--- config.mk ---
export PLATFORM = sky130hd
export DESIGN_NAME = alu_arbiter
export DESIGN_NICKNAME = d
export VERILOG_FILES = /design/src/rtl/alu_pkg.sv /design/src/rtl/alu_arbiter_alu.sv /design/src/rtl/alu_arbiter.sv
export SDC_FILE = /design/constraint.sdc
export NUM_CORES = 1
export LEC_CHECK = 0
export ABC_AREA = 1
export BUFFER_PORTS_ARGS = -buffer_cell sky130_fd_sc_hd__buf_4
export CAP_MARGIN = 20
export CORE_ASPECT_RATIO = 1.4
export CORE_UTILIZATION = 54
export CTS_CLUSTER_DIAMETER = 40
export DETAILED_ROUTE_END_ITERATION = 10
export GPL_ROUTABILITY_DRIVEN = 0
export PLACE_DENSITY = 0.8
export SYNTH_ARGS = -nofsm -noshare
export SYNTH_HDL_FRONTEND = slang
export SYNTH_SLANG_ARGS = --single-unit
--- constraint.sdc ---
create_clock -name clk -period 2.75 [get_ports clk]
set_clock_uncertainty 0.05 [all_clocks]
set_input_delay 0.275 -clock clk [delete_from_list [all_inputs] [get_ports clk]]
set_output_delay 0.275 -clock clk [all_outputs]
set_load 0.02 [all_outputs]
--- src/rtl/alu_pkg.sv ---
// Shared opcode encoding and default width for the ALU and its arbiter.
package alu_pkg;

  localparam int ALU_W = 8;

  typedef enum logic [1:0] {
    ADD  = 2'b00,
    SHR  = 2'b01,
    SHL  = 2'b10,
    PINS = 2'b11
  } alu_op_t;

  typedef enum logic {
    RSP_EMPTY = 1'b0,
    RSP_FULL  = 1'b1
  } rsp_state_t;

endpackage

--- src/rtl/alu_arbiter_alu.sv ---
// Combinational ALU datapath: add, logical shifts and parity-bit insert, plus an A==C compare.
module ALU
  import alu_pkg::*;
#(
  parameter int W   = ALU_W,
  parameter int OPS = 2
) (
  input  logic [OPS-1:0] op_i,
  input  logic [W-1:0]   a_i,
  input  logic [W-1:0]   b_i,
  input  logic [W-1:0]   c_i,
  output logic [W-1:0]   result_o,
  output logic           isEqual
);

  typedef logic [W-1:0] word_t;
  localparam word_t W_L = word_t'(W);

  always_comb begin
    result_o = a_i;
    case (op_i)
      ADD:  result_o = a_i + b_i;
      SHR:  result_o = (b_i >= W_L) ? '0 : (a_i >> b_i);
      SHL:  result_o = (b_i >= W_L) ? '0 : (a_i << b_i);
      PINS: begin
        // An out-of-range bit position matches no index, leaving A unchanged.
        for (int i = 0; i < W; i++) begin
          if (b_i == word_t'(i)) result_o[i] = ^a_i;
        end
      end
      default: result_o = a_i;
    endcase
  end

  assign isEqual = (a_i == c_i);

endmodule

--- src/rtl/alu_arbiter.sv ---
// Round-robin arbiter sharing one ALU among NREQ requesters, with a single registered
// result stage that issues a new operation in the same cycle the old one is consumed.
module alu_arbiter
  import alu_pkg::*;
#(
  parameter int W    = ALU_W,
  parameter int OPS  = 2,
  parameter int NREQ = 2,
  parameter int CNTW = 16,
  localparam int IDW = (NREQ > 1) ? $clog2(NREQ) : 1
) (
  input  logic              clk,
  input  logic              reset,
  input  logic [NREQ-1:0]   req_valid,
  output logic [NREQ-1:0]   req_ready,
  input  logic [NREQ*OPS-1:0] req_op,
  input  logic [NREQ*W-1:0] req_a,
  input  logic [NREQ*W-1:0] req_b,
  input  logic [NREQ*W-1:0] req_c,
  output logic              rsp_valid,
  input  logic              rsp_ready,
  output logic [IDW-1:0]    rsp_id,
  output logic [W-1:0]      rsp_out,
  output logic              rsp_eq,
  output logic [CNTW-1:0]   done_count
);

  // Returns {found, index}; search begins one past the last granted requester.
  function automatic logic [IDW:0] rr_pick(input logic [NREQ-1:0] v,
                                           input logic [IDW-1:0]  last);
    logic           found;
    logic [IDW-1:0] idx;
    logic [IDW-1:0] cand;
    found = 1'b0;
    idx   = '0;
    cand  = last;
    for (int k = 0; k < NREQ; k++) begin
      cand = (cand == IDW'(NREQ - 1)) ? '0 : cand + IDW'(1);
      if (!found && v[cand]) begin
        found = 1'b1;
        idx   = cand;
      end
    end
    return {found, idx};
  endfunction

  rsp_state_t     state_q, state_d;
  logic [IDW-1:0] last_grant_q;
  logic [IDW-1:0] id_q;
  logic [W-1:0]   out_q;
  logic           eq_q;
  logic [CNTW-1:0] done_q, done_d;

  logic [IDW:0]   pick;
  logic           gnt_vld;
  logic [IDW-1:0] gnt_idx;
  logic           can_issue;
  logic           issue;
  logic           consume;

  logic [OPS-1:0] sel_op;
  logic [W-1:0]   sel_a, sel_b, sel_c;
  logic [W-1:0]   alu_out;
  logic           alu_eq;

  assign pick      = rr_pick(req_valid, last_grant_q);
  assign gnt_vld   = pick[IDW];
  assign gnt_idx   = pick[IDW-1:0];
  assign rsp_valid = (state_q == RSP_FULL);
  assign can_issue = !rsp_valid || rsp_ready;
  assign issue     = gnt_vld && can_issue && !reset;
  assign consume   = rsp_valid && rsp_ready;

  always_comb begin
    req_ready = '0;
    if (issue) req_ready[gnt_idx] = 1'b1;
  end

  always_comb begin
    sel_op = '0;
    sel_a  = '0;
    sel_b  = '0;
    sel_c  = '0;
    for (int i = 0; i < NREQ; i++) begin
      if (gnt_idx == IDW'(i)) begin
        sel_op = req_op[i*OPS +: OPS];
        sel_a  = req_a[i*W +: W];
        sel_b  = req_b[i*W +: W];
        sel_c  = req_c[i*W +: W];
      end
    end
  end

  ALU #(
    .W   (W),
    .OPS (OPS)
  ) u_alu (
    .op_i     (sel_op),
    .a_i      (sel_a),
    .b_i      (sel_b),
    .c_i      (sel_c),
    .result_o (alu_out),
    .isEqual  (alu_eq)
  );

  always_comb begin
    state_d = state_q;
    case (state_q)
      RSP_EMPTY: if (issue) state_d = RSP_FULL;
      RSP_FULL: begin
        if (issue)          state_d = RSP_FULL;
        else if (rsp_ready) state_d = RSP_EMPTY;
      end
      default: state_d = RSP_EMPTY;
    endcase
  end

  always_comb begin
    done_d = done_q;
    if (consume) done_d = done_q + CNTW'(1);
  end

  always_ff @(posedge clk) begin
    if (reset) begin
      state_q <= RSP_EMPTY;
      done_q  <= '0;
    end else begin
      state_q <= state_d;
      done_q  <= done_d;
    end
  end

  // Result register and round-robin pointer only move on an issue.
  always_ff @(posedge clk) begin
    if (reset) begin
      last_grant_q <= IDW'(NREQ - 1);
      id_q         <= '0;
      out_q        <= '0;
      eq_q         <= 1'b0;
    end else if (issue) begin
      last_grant_q <= gnt_idx;
      id_q         <= gnt_idx;
      out_q        <= alu_out;
      eq_q         <= alu_eq;
    end
  end

  assign rsp_id     = id_q;
  assign rsp_out    = out_q;
  assign rsp_eq     = eq_q;
  assign done_count = done_q;

endmodule

# --- After elaboration in Yosys (flattened, before gate mapping) ---
# Index checks and enable logic that the tools add are counted.
word_totals:
  output_inout_bits: 29
  input_bits: 57
  regBits: 28
  word_cells: 73
classes:
  n_mux: 32
  reduce_logical: 12
  shift: 2
  n_bitwise: 1
  n_addsub: 4
  eq_ne: 11
  magnitude_cmp: 5
ops:
  columns: ["cell", "n"]
  rows:
  - ["2-to-1 mux 8 bit", 5]
  - ["equality test 8 x 3 -> 1 bit, second input constant", 4]
  - ["one-hot mux 8 bit (4 select lines)", 1]
  - ["2-to-1 mux 1 bit", 22]
  - ["adder 16 x 1 -> 16 bit, second input constant", 1]
  - ["equality test 8 x 2 -> 1 bit, second input constant", 2]
  - ["adder 8 bit", 1]
  - ["equality test 8 x 1 -> 1 bit, second input constant", 1]
  - ["equality test 8 bit", 1]
  - [">= comparator 8 x 4 -> 1 bit, second input constant", 1]
  - ["logical NOT 8 bit", 1]
  - ["XOR reduction 8 bit", 1]
  - ["left shift 8 x 8 -> 8 bit", 1]
  - [">> shifter 8 x 8 -> 8 bit", 1]
  - ["< comparator 1 x 2 -> 1 bit, second input constant", 3]
  - ["logical AND 1 bit", 5]
  - ["equality test 2 bit, second input constant", 2]
  - ["2-to-1 mux 2 bit", 2]
  - ["logical NOT 1 bit", 3]
  - ["adder 1 bit, second input constant", 2]
  - ["equality test 2 x 1 -> 1 bit, second input constant", 1]
  - ["logical NOT 2 bit", 1]
  - ["one-hot mux 1 bit (2 select lines)", 1]
  - ["demux 1 bit (select 1 bit)", 1]
  - ["other kinds (3)", 3]

# --- Depth between registers and ports, before layout ---
# Gate-level depths: netlist of the first run.
depth:
  word_depth: 13
  depth_mapped: 21
  mapped_depth_nobuf: 19

# --- Hierarchy ---
# Synthesis of the first run repeated with hierarchy kept, for this count alone.
unflattened:
  cells_unflattened: 544
  hier_area_um2: 2986.6
by_module_without_submodules:
  columns: ["mod", "cells_each", "n_inst", "seq_area_each_um2", "area_each_um2"]
  rows:
  - ["alu_arbiter", 257, 1, 560.5, 1609.0]
  - ["ALU", 287, 1, 0.0, 1377.6]

# --- Least setup slack after synthesis of the first run ---
# No wires, ideal clock.
synth_timing:
  path_kind: "reg2reg"
  from: "register last_grant_q"
  to: "register out_q[6] (netlist: rsp_out[6])"
  required_time_ps: 2644
  synth_period_minus_slack_ps: 2526
  stages_incl_launch_ff: 22
  path_slack_ps: 224
  setup_ps: 56
  n_path_buf: 2
  t_arrival_ps: 2420
  path_cell_list: "dfxtp_1 -> nand2_2 -> nand2_4 -> buf_6 -> nand2_2 -> o21ai_4 -> inv_2 -> buf_6 -> ha_1 -> inv_1 -> fa_1 -> o21ai_0 -> nand2_1 -> nand2_1 -> a21oi_1 -> nand2_1 -> nand2_1 -> o21ai_0 -> inv_1 -> nand3_1 -> nand2_1 -> inv_1"
synth_via:
  elab_chain_cells: 12
  elab_cells_between_ends: 33
  cone_classes: "add/sub: 3; order compare: 1; eq/ne: 4; shift: 2; mux: 17; reduce/logical: 6"
synth_rtl:
  columns: ["item", "line_no", "rtl"]
  rows:
  - ["start, declared", "alu_arbiter.sv:48", "logic [IDW-1:0] last_grant_q;"]
  - ["start signal, assigned", "alu_arbiter.sv:136", "last_grant_q <= IDW'(NREQ - 1);"]
  - ["start signal, assigned", "alu_arbiter.sv:141", "last_grant_q <= gnt_idx;"]
  - ["adder 1 bit", "alu_arbiter.sv:38", "cand = (cand == IDW'(NREQ - 1)) ? '0 : cand + IDW'(1);"]
  - ["2-to-1 mux 1 bit *", "alu_arbiter.sv:38", null]
  - ["adder 1 bit or 2-to-1 mux 1 bit (tied branches)", "alu_arbiter.sv:38, alu_arbiter.sv:39", null]
  - ["2-to-1 mux 1 bit, on equally long branches", "alu_arbiter.sv:38, alu_arbiter.sv:39", null]
  - ["2-to-1 mux 1 bit (implied by the code)", "alu_arbiter.sv:39", "if (!found && v[cand]) begin"]
  - ["2-to-1 mux 1 bit (implied by the code) or logical NOT 1 bit (tied branches)", "alu_arbiter.sv:39", null]
  - ["logical AND 1 bit", "alu_arbiter.sv:39", null]
  - ["2-to-1 mux 1 bit", "alu_arbiter.sv:39", null]
  - ["2-to-1 mux 8 bit", "alu_arbiter.sv:85", "if (gnt_idx == IDW'(i)) begin"]
  - [">= comparator 8 x 4 -> 1 bit (tied with other cells)", "alu_arbiter_alu.sv:23, alu_arbiter_alu.sv:24", null]
  - ["2-to-1 mux 8 bit (tied with other cells)", "alu_arbiter_alu.sv:24", "SHL: result_o = (b_i >= W_L) ? '0 : (a_i << b_i);"]
  - ["one-hot mux 8 bit (4 select lines)", "alu_arbiter_alu.sv:21", "case (op_i)"]
  - ["end signal, assigned", "alu_arbiter.sv:143", "out_q <= alu_out;"]
  - ["end, declared", "alu_arbiter.sv:50", "logic [W-1:0] out_q;"]
# Every way passes the cells marked *; elsewhere a longest branch is shown, timed or not. The select of a mux whose other input is x is not followed.
# A chain may end at the register's enable or synchronous reset.

# --- Final worst setup path of the first run ---
# Same ends and word-level chain as after synthesis.

==> qor.txt, run 1 <==
Status: complete, no violations
Ant diodes: 0
Met3 wire length: 670 µm
Syn. warnings: 0
Critical Path RT: 2.92 ns
TritonCTS clock tree: yes
# Max-Cap Violations: 0
Vias in the first global route: 3,578
First-iteration detailed-routing DRC count: 245
Clk Latency, worst-skew pair: 0.27 ns
Mapped Nets: 608
Crit-path slowest cell: fa_1
Reg-to-Reg End: rsp_out[6]
Top routing layer used: met4
Power, Total: 0.001386 W
Static leakage: 2.068 nW
Hold Crit Class: input pin to flip-flop
Prevailing post-synth register cell: dfxtp_1
Crit path cell chain: nand2_2 > nand2_4 > nand2_2 > o21ai_4 > inv_2 > ha_1 > inv_1 > fa_1 > o21ai_0 > nand2_1 > nand2_1 > a21oi_1 > nand2_1 > nand2_1 > o21ai_0 > inv_1 > nand3_1 > nand2_1 > inv_1
Hpwl dp: 7.515 mm
Period utilization: 91.08%
Hold slack final: 0.1664 ns
Sequential share of the synthesized area: 18.38%
Nets: 700
R2R cell count: 19
R2R setup slack: 0.25 ns
DR DRC count: 0
Total track usage: 31.62%
Setup_tns: 0 ns
Port buffer count: 85
Commonest non-fill, non-tap cell in the layout: nand2_1
Gate Count Post-Synth: 542
Yosys reg bits: 28
Bufs and invs on worst path: 4
GRT Residual Overflow: 0
Vias per cell: 5.391
Endpoints failing hold: 0
Unrepaired setup endpoints after global routing: no
WL met1: 3.392 mm
Crit path time final: 2.505 ns
Crit-path leading delay family: simple AND/OR/NAND/NOR gates
Htree depth: 1
Row count: 32
CTS Sinks: 28
Final Non-Filler Cells: 701
Die H: 90.93 µm
Avg WL per Cell: 12.99 µm
Design Area, Final: 3845 µm²
Hold_buf cts: 0
Largest net degree at the start of global routing: 25
CTS max path bufs: 2
CP most frequent cell: nand2_1
CP Max Fanout: 16
Die width: 65.52 µm
Reg2reg start: last_grant_q
Worst VDD drop: 0.0001676 V
Most frequent cells in the layout: nand2_1, buf_4, nand3_1, inv_1, nor2_1
Synth async-reset ratio: 0%
Final setup fails: 0
CP peak stage delay: 0.40 ns
Cell count after placement: 697
Antenna Nets Post-Route: 0
Worst Tran Pin Value: 0.4386 ns
Worst Setup End Kind: flip-flop
Layout cells sized above 1: 21.17%
CTS resizes: 0
Hold Path End: rsp_valid
Initial cell density of the core: 55.61%
Critical Path AT: 2.68 ns
Wirelength, routed: 9.109 mm
Cts bufs inserted: 3
P&R area growth vs syn: 26.05%
Initial antenna violation count: 0
Clock root buffer: clkbuf_8
Post-Syn Area per Cell: 5.628 µm²
Max_slew headroom: 70.73%
WHS Path Cells: 2
Routed wl met2: 4.701 mm
HP Start: reset
Core ar.: 5485 µm²
Crit start category: flip-flop
Pins Over Slew Limit: 0
Postcts setup bufs: 0
Number of top-level pins: 86
DRT Pass-1 Iters: 5
Via Count: 3,779
First-pass GRT wire length: 15.24 mm
Power per cell area: 360.4 nW/µm²
Maximum clock rate: 399.3 MHz
Placement Cell Area: 3790 µm²
CTS clk-pin slew, worst paths: 0.09 ns
Cell Area, Synth: 3050 µm²
Netlist cell types: 37
Die area: 5958 µm²
Kind of critical path: flip-flop to flip-flop
Post-synth EDFFs: 0
-- worst register-to-register path, delay by kind of cell, from the launching register on --
family | cells | cell delay (ns)
AND/OR/NAND/NOR | 9 | 0.81
adder cells (fa/ha/maj) | 2 | 0.55
AO/OA/AOI/OAI | 4 | 0.54
flip-flops | 1 | 0.33
buffers and inverters | 4 | 0.19
-- cell families (layout without fill, tap and decap cells) --
family | Yosys count | in the layout | synth area share (%)
AOI/OAI and AO/OA | 64 | 64 | 11.53
xor gates and xnor gates | 9 | 9 | 2.584
adders and majority gates | 9 | 9 | 3.938
buffers and inverters | 73 | 164 | 10.54
DFF | 28 | 28 | 18.38
muxes | 6 | 6 | 1.969
and+or+nand+nor | 353 | 353 | 51.07
-- layer usage --
metal | GRT usage, % | vias to the layer above
met5 | 0 | -
met4 | 15.94 | 0
met3 | 2.889 | 37
met2 | 58.16 | 176
met1 | 34.61 | 1646
li1 | - | 1920
-- stage by stage --
stage	worst slack, ns	utilization, %
global placement	0.2104	69.09
global route	0.01970	70.10
finish	0.2454	70.10
floorplan	0.2243	-
detailed placement	0.1826	69.09
CTS	0.2619	70.10
-- how the worst max path moves through the flow --
stage                  from    endpoint  cells past startpoint
2_1_floorplan  last_grant_q  rsp_out[6]                     21
3_3_place_gp   req_valid[0]  rsp_out[6]                     20
3_5_place_dp   req_valid[0]  rsp_out[6]                     20
4_1_cts        last_grant_q  rsp_out[6]                     19
5_1_grt        last_grant_q  rsp_out[6]                     19
6_report       last_grant_q  rsp_out[6]                     19
-- sequential cells by signal, summed over array words and instances, names as in the netlist --
register,count
rsp_eq,1
last_grant_q,1
rsp_out,8
done_count,16
rsp_id,1
rsp_valid,1
-- where the power goes --
part           internal [W]  switching (W)
Combinational      0.000269       0.000428
Sequential         0.000424      0.0000119
Clock              0.000128       0.000124
Total              0.000822       0.000564
-- synthesized netlist by cell type, types with 2 or more instances --
cell / n / area share (%)
nand2_2: 11 / 2.3
ha_1: 8 / 3.3
nor2_1: 50 / 6.2
nor2_4: 2 / 0.74
buf_2: 5 / 0.82
xor2_1: 5 / 1.4
nand3_1: 59 / 9.7
nor3_1: 10 / 1.6
nand3b_1: 8 / 2.0
buf_6: 4 / 1.5
o21ai_1: 8 / 1.3
inv_2: 5 / 0.62
o21ai_0: 19 / 3.1
o21ai_2: 2 / 0.57
nand4_1: 7 / 1.4
mux2i_1: 6 / 2.0
dfxtp_1: 28 / 18
nor2_2: 3 / 0.62
xnor2_1: 4 / 1.1
buf_4: 3 / 0.74
nand2_4: 2 / 0.74
nand2_1: 196 / 24
inv_1: 54 / 6.6
a21oi_1: 30 / 4.9
-- area by class of cell --
type / count / area (µm²)
multi-input combinational: 441 / 2168
timing repair buffer: 100 / 750.7
inverter: 60 / 225.2
tap: 68 / 85.08
clock buffer: 4 / 55.05
fill: 538 / 1640
sequential: 28 / 560.5
Note: power is estimated with default switching activity, not from simulation.
==> run 2, diff against run 1 <==
CORE_MARGIN = 2   (was unset)
==> run 2 against run 1 <==
Against the previous run:
- design area is 0.13% lower
- critical path depth is 1 lower
- cell count is 0.57% lower
- register-to-register slack hardly changed
- critical path type unchanged
- critical endpoint unchanged
- highest routed layer unchanged
==> qor.txt, run 2 (synthesis results as in run 1) <==
Wirelength, routed: 8.952 mm (was 9.109 mm)
Grt met3 use: 2.187% (was 2.889%)
Hpwl dp: 7.375 mm (was 7.515 mm)
R2R setup slack: 0.25 ns (about the same)
Met1 GRT Util: 33.28% (was 34.61%)
Critical Path RT: 2.93 ns (was 2.92 ns)
Static leakage: 2.055 nW (was 2.068 nW)
CTS max path bufs: 2 (unchanged)
Period utilization: 90.92% (was 91.08%)
Reg2reg start: last_grant_q (unchanged)
Maximum clock rate: 399.9 MHz (was 399.3 MHz)
Met2 Track Usage GR: 52.86% (was 58.16%)
Cts bufs inserted: 3 (unchanged)
P&R area growth vs syn: 25.88% (was 26.05%)
Final setup fails: 0 (unchanged)
Layout Utilization: 70.00% (was 70.10%)
Kind of critical path: flip-flop to flip-flop (unchanged)
DRT Pass-1 Iters: 8 (was 5)
Hold_buf cts: 0 (unchanged)
Number of top-level pins: 86 (unchanged)
Hold Path End: rsp_valid (unchanged)
Vias per cell: 5.422 (was 5.391)
Port buffer count: 85 (unchanged)
Htree depth: 1 (unchanged)
Worst Setup End Kind: flip-flop (unchanged)
CTS clk-pin slew, worst paths: 0.09 ns (about the same)
Worst VDD drop: 0.0001840 V (was 0.0001676 V)
Postcts setup bufs: 0 (unchanged)
Via Count: 3,779 (unchanged)
Avg WL per Cell: 12.84 µm (was 12.99 µm)
Row count: 32 (unchanged)
Hold Crit Class: input pin to flip-flop (unchanged)
Die width: 67.52 µm (was 65.52 µm)
Nets: 696 (was 700)
Most frequent cells in the layout: nand2_1, buf_4, nand3_1, inv_1, nor2_1 (unchanged)
Reg-to-Reg End: rsp_out[6] (unchanged)
Die H: 92.93 µm (was 90.93 µm)
First-pass GRT wire length: 14.56 mm (was 15.24 mm)
Pins Over Slew Limit: 0 (unchanged)
Initial cell density of the core: 55.61% (unchanged)
Antenna Nets Post-Route: 0 (unchanged)
Commonest non-fill, non-tap cell in the layout: nand2_1 (unchanged)
Power per cell area: 375.5 nW/µm² (was 360.4 nW/µm²)
Status: complete, no violations (unchanged)
Total track usage: 28.98% (was 31.62%)
GRT Residual Overflow: 0 (unchanged)
CP Max Fanout: 9 (was 16)
# Max-Cap Violations: 0 (unchanged)
CTS resizes: 0 (unchanged)
Clk Latency, worst-skew pair: 0.27 ns (about the same)
Core ar.: 5485 µm² (unchanged)
CTS Sinks: 28 (unchanged)
Crit start category: flip-flop (unchanged)
R2R cell count: 18 (was 19)
TritonCTS clock tree: yes (unchanged)
Layout cells sized above 1: 20.67% (was 21.17%)
Max_slew headroom: 72.90% (was 70.73%)
Die area: 6275 µm² (was 5958 µm²)
Crit path time final: 2.500 ns (was 2.505 ns)
Ant diodes: 0 (unchanged)
Setup_tns: 0 ns (unchanged)
Largest net degree at the start of global routing: 25 (unchanged)
Clock root buffer: clkbuf_8 (unchanged)
DR DRC count: 0 (unchanged)
Initial antenna violation count: 0 (unchanged)
Unrepaired setup endpoints after global routing: no (unchanged)
HP Start: reset (unchanged)
Endpoints failing hold: 0 (unchanged)
Vias in the first global route: 3,454 (was 3,578)
Top Usage Layer GRT: met2 (unchanged)
WHS Path Cells: 2 (unchanged)
Number of flip-flops in the largest register: 16 (unchanged)
First-iteration detailed-routing DRC count: 198 (was 245)
Critical Path AT: 2.68 ns (about the same)
Worst Tran Pin Value: 0.4060 ns (was 0.4386 ns)
==> run 2: cell types whose count changed in the layout (fill, tap and decap cells not counted) <==
cell       previous run  this run
nand2_8               0         1
nand2_4               2         1
bufinv_16             0         1
buf_4               100        96
clkbuf_8              4         3
o21ai_0              19        18
o21ai_1               8         9
==> run 2: area by class of cell <==
| class | instances | area, µm² |
|---|---|---|
| Clock buffer | 3 | 41.29 |
| Clock inverter | 1 | 30.03 |
| Tap cell | 68 | 85.08 |
| Sequential cell | 28 | 560.5 |
| Fill cell | 509 | 1645 |
| Timing Repair Buffer | 96 | 720.7 |
| Multi-Input combinational cell | 441 | 2177 |
| Inverter | 60 | 225.2 |
==> run 2: worst max-delay path, stage by stage (launching register included) <==
cell     delay [ns]
dfxtp_1        0.33
nand2_2        0.15
buf_4          0.19
nand3_1        0.09
nand2_2        0.10
ha_1           0.17
inv_1          0.06
fa_1           0.40
o21ai_1        0.22
nand2_1        0.08
nand2_1        0.06
a21oi_1        0.07
nand2_1        0.06
nand2_1        0.04
o21ai_0        0.15
inv_1          0.06
nand3_1        0.08
nand2_1        0.05
inv_1          0.04
==> run 2: metal layers <==
layer	share of wire, %	up-vias
met5	0	-
met4	3.5	0
met3	7.4	31
met2	50	161
met1	39	1663
li1	-	1924
==> run 2: stage by stage <==
step | setup slack [ns] | cells | power [W] | hold slack, ns | instance area [µm²]
6_report | 0.2496 | 697 | 0.001442 | 0.1609 | 3840
5_1_grt | 0.02104 | 697 | 0.001537 | 0.1550 | 3840
4_1_cts | 0.1894 | 697 | 0.001433 | 0.1603 | 3831
3_5_place_dp | 0.1335 | 693 | 0.001115 | 0.4007 | 3760
3_3_place_gp | 0.1924 | 693 | 0.001106 | 0.3958 | 3760
2_1_floorplan | 0.2243 | 542 | 0.0009078 | 0.2941 | 3050
==> run 2: report_power, final <==
part           leakage [nW]  internal (W)  switching, W
clock network        0.0357      0.000195      0.000125
logic                  1.79      0.000262      0.000423
registers             0.228      0.000424     0.0000121
==> run 2: worst max path at each step <==
stage / cells past startpoint / startpoint / slack, ns / end
after floorplan: 21 / last_grant_q / 0.22 / rsp_out[6]
after global placement: 20 / req_valid[0] / 0.19 / rsp_out[6]
after detailed placement: 20 / req_valid[0] / 0.13 / rsp_out[6]
after CTS: 18 / last_grant_q / 0.19 / rsp_out[6]
after global routing: 18 / last_grant_q / 0.02 / rsp_out[6]
final: 18 / last_grant_q / 0.25 / rsp_out[6]
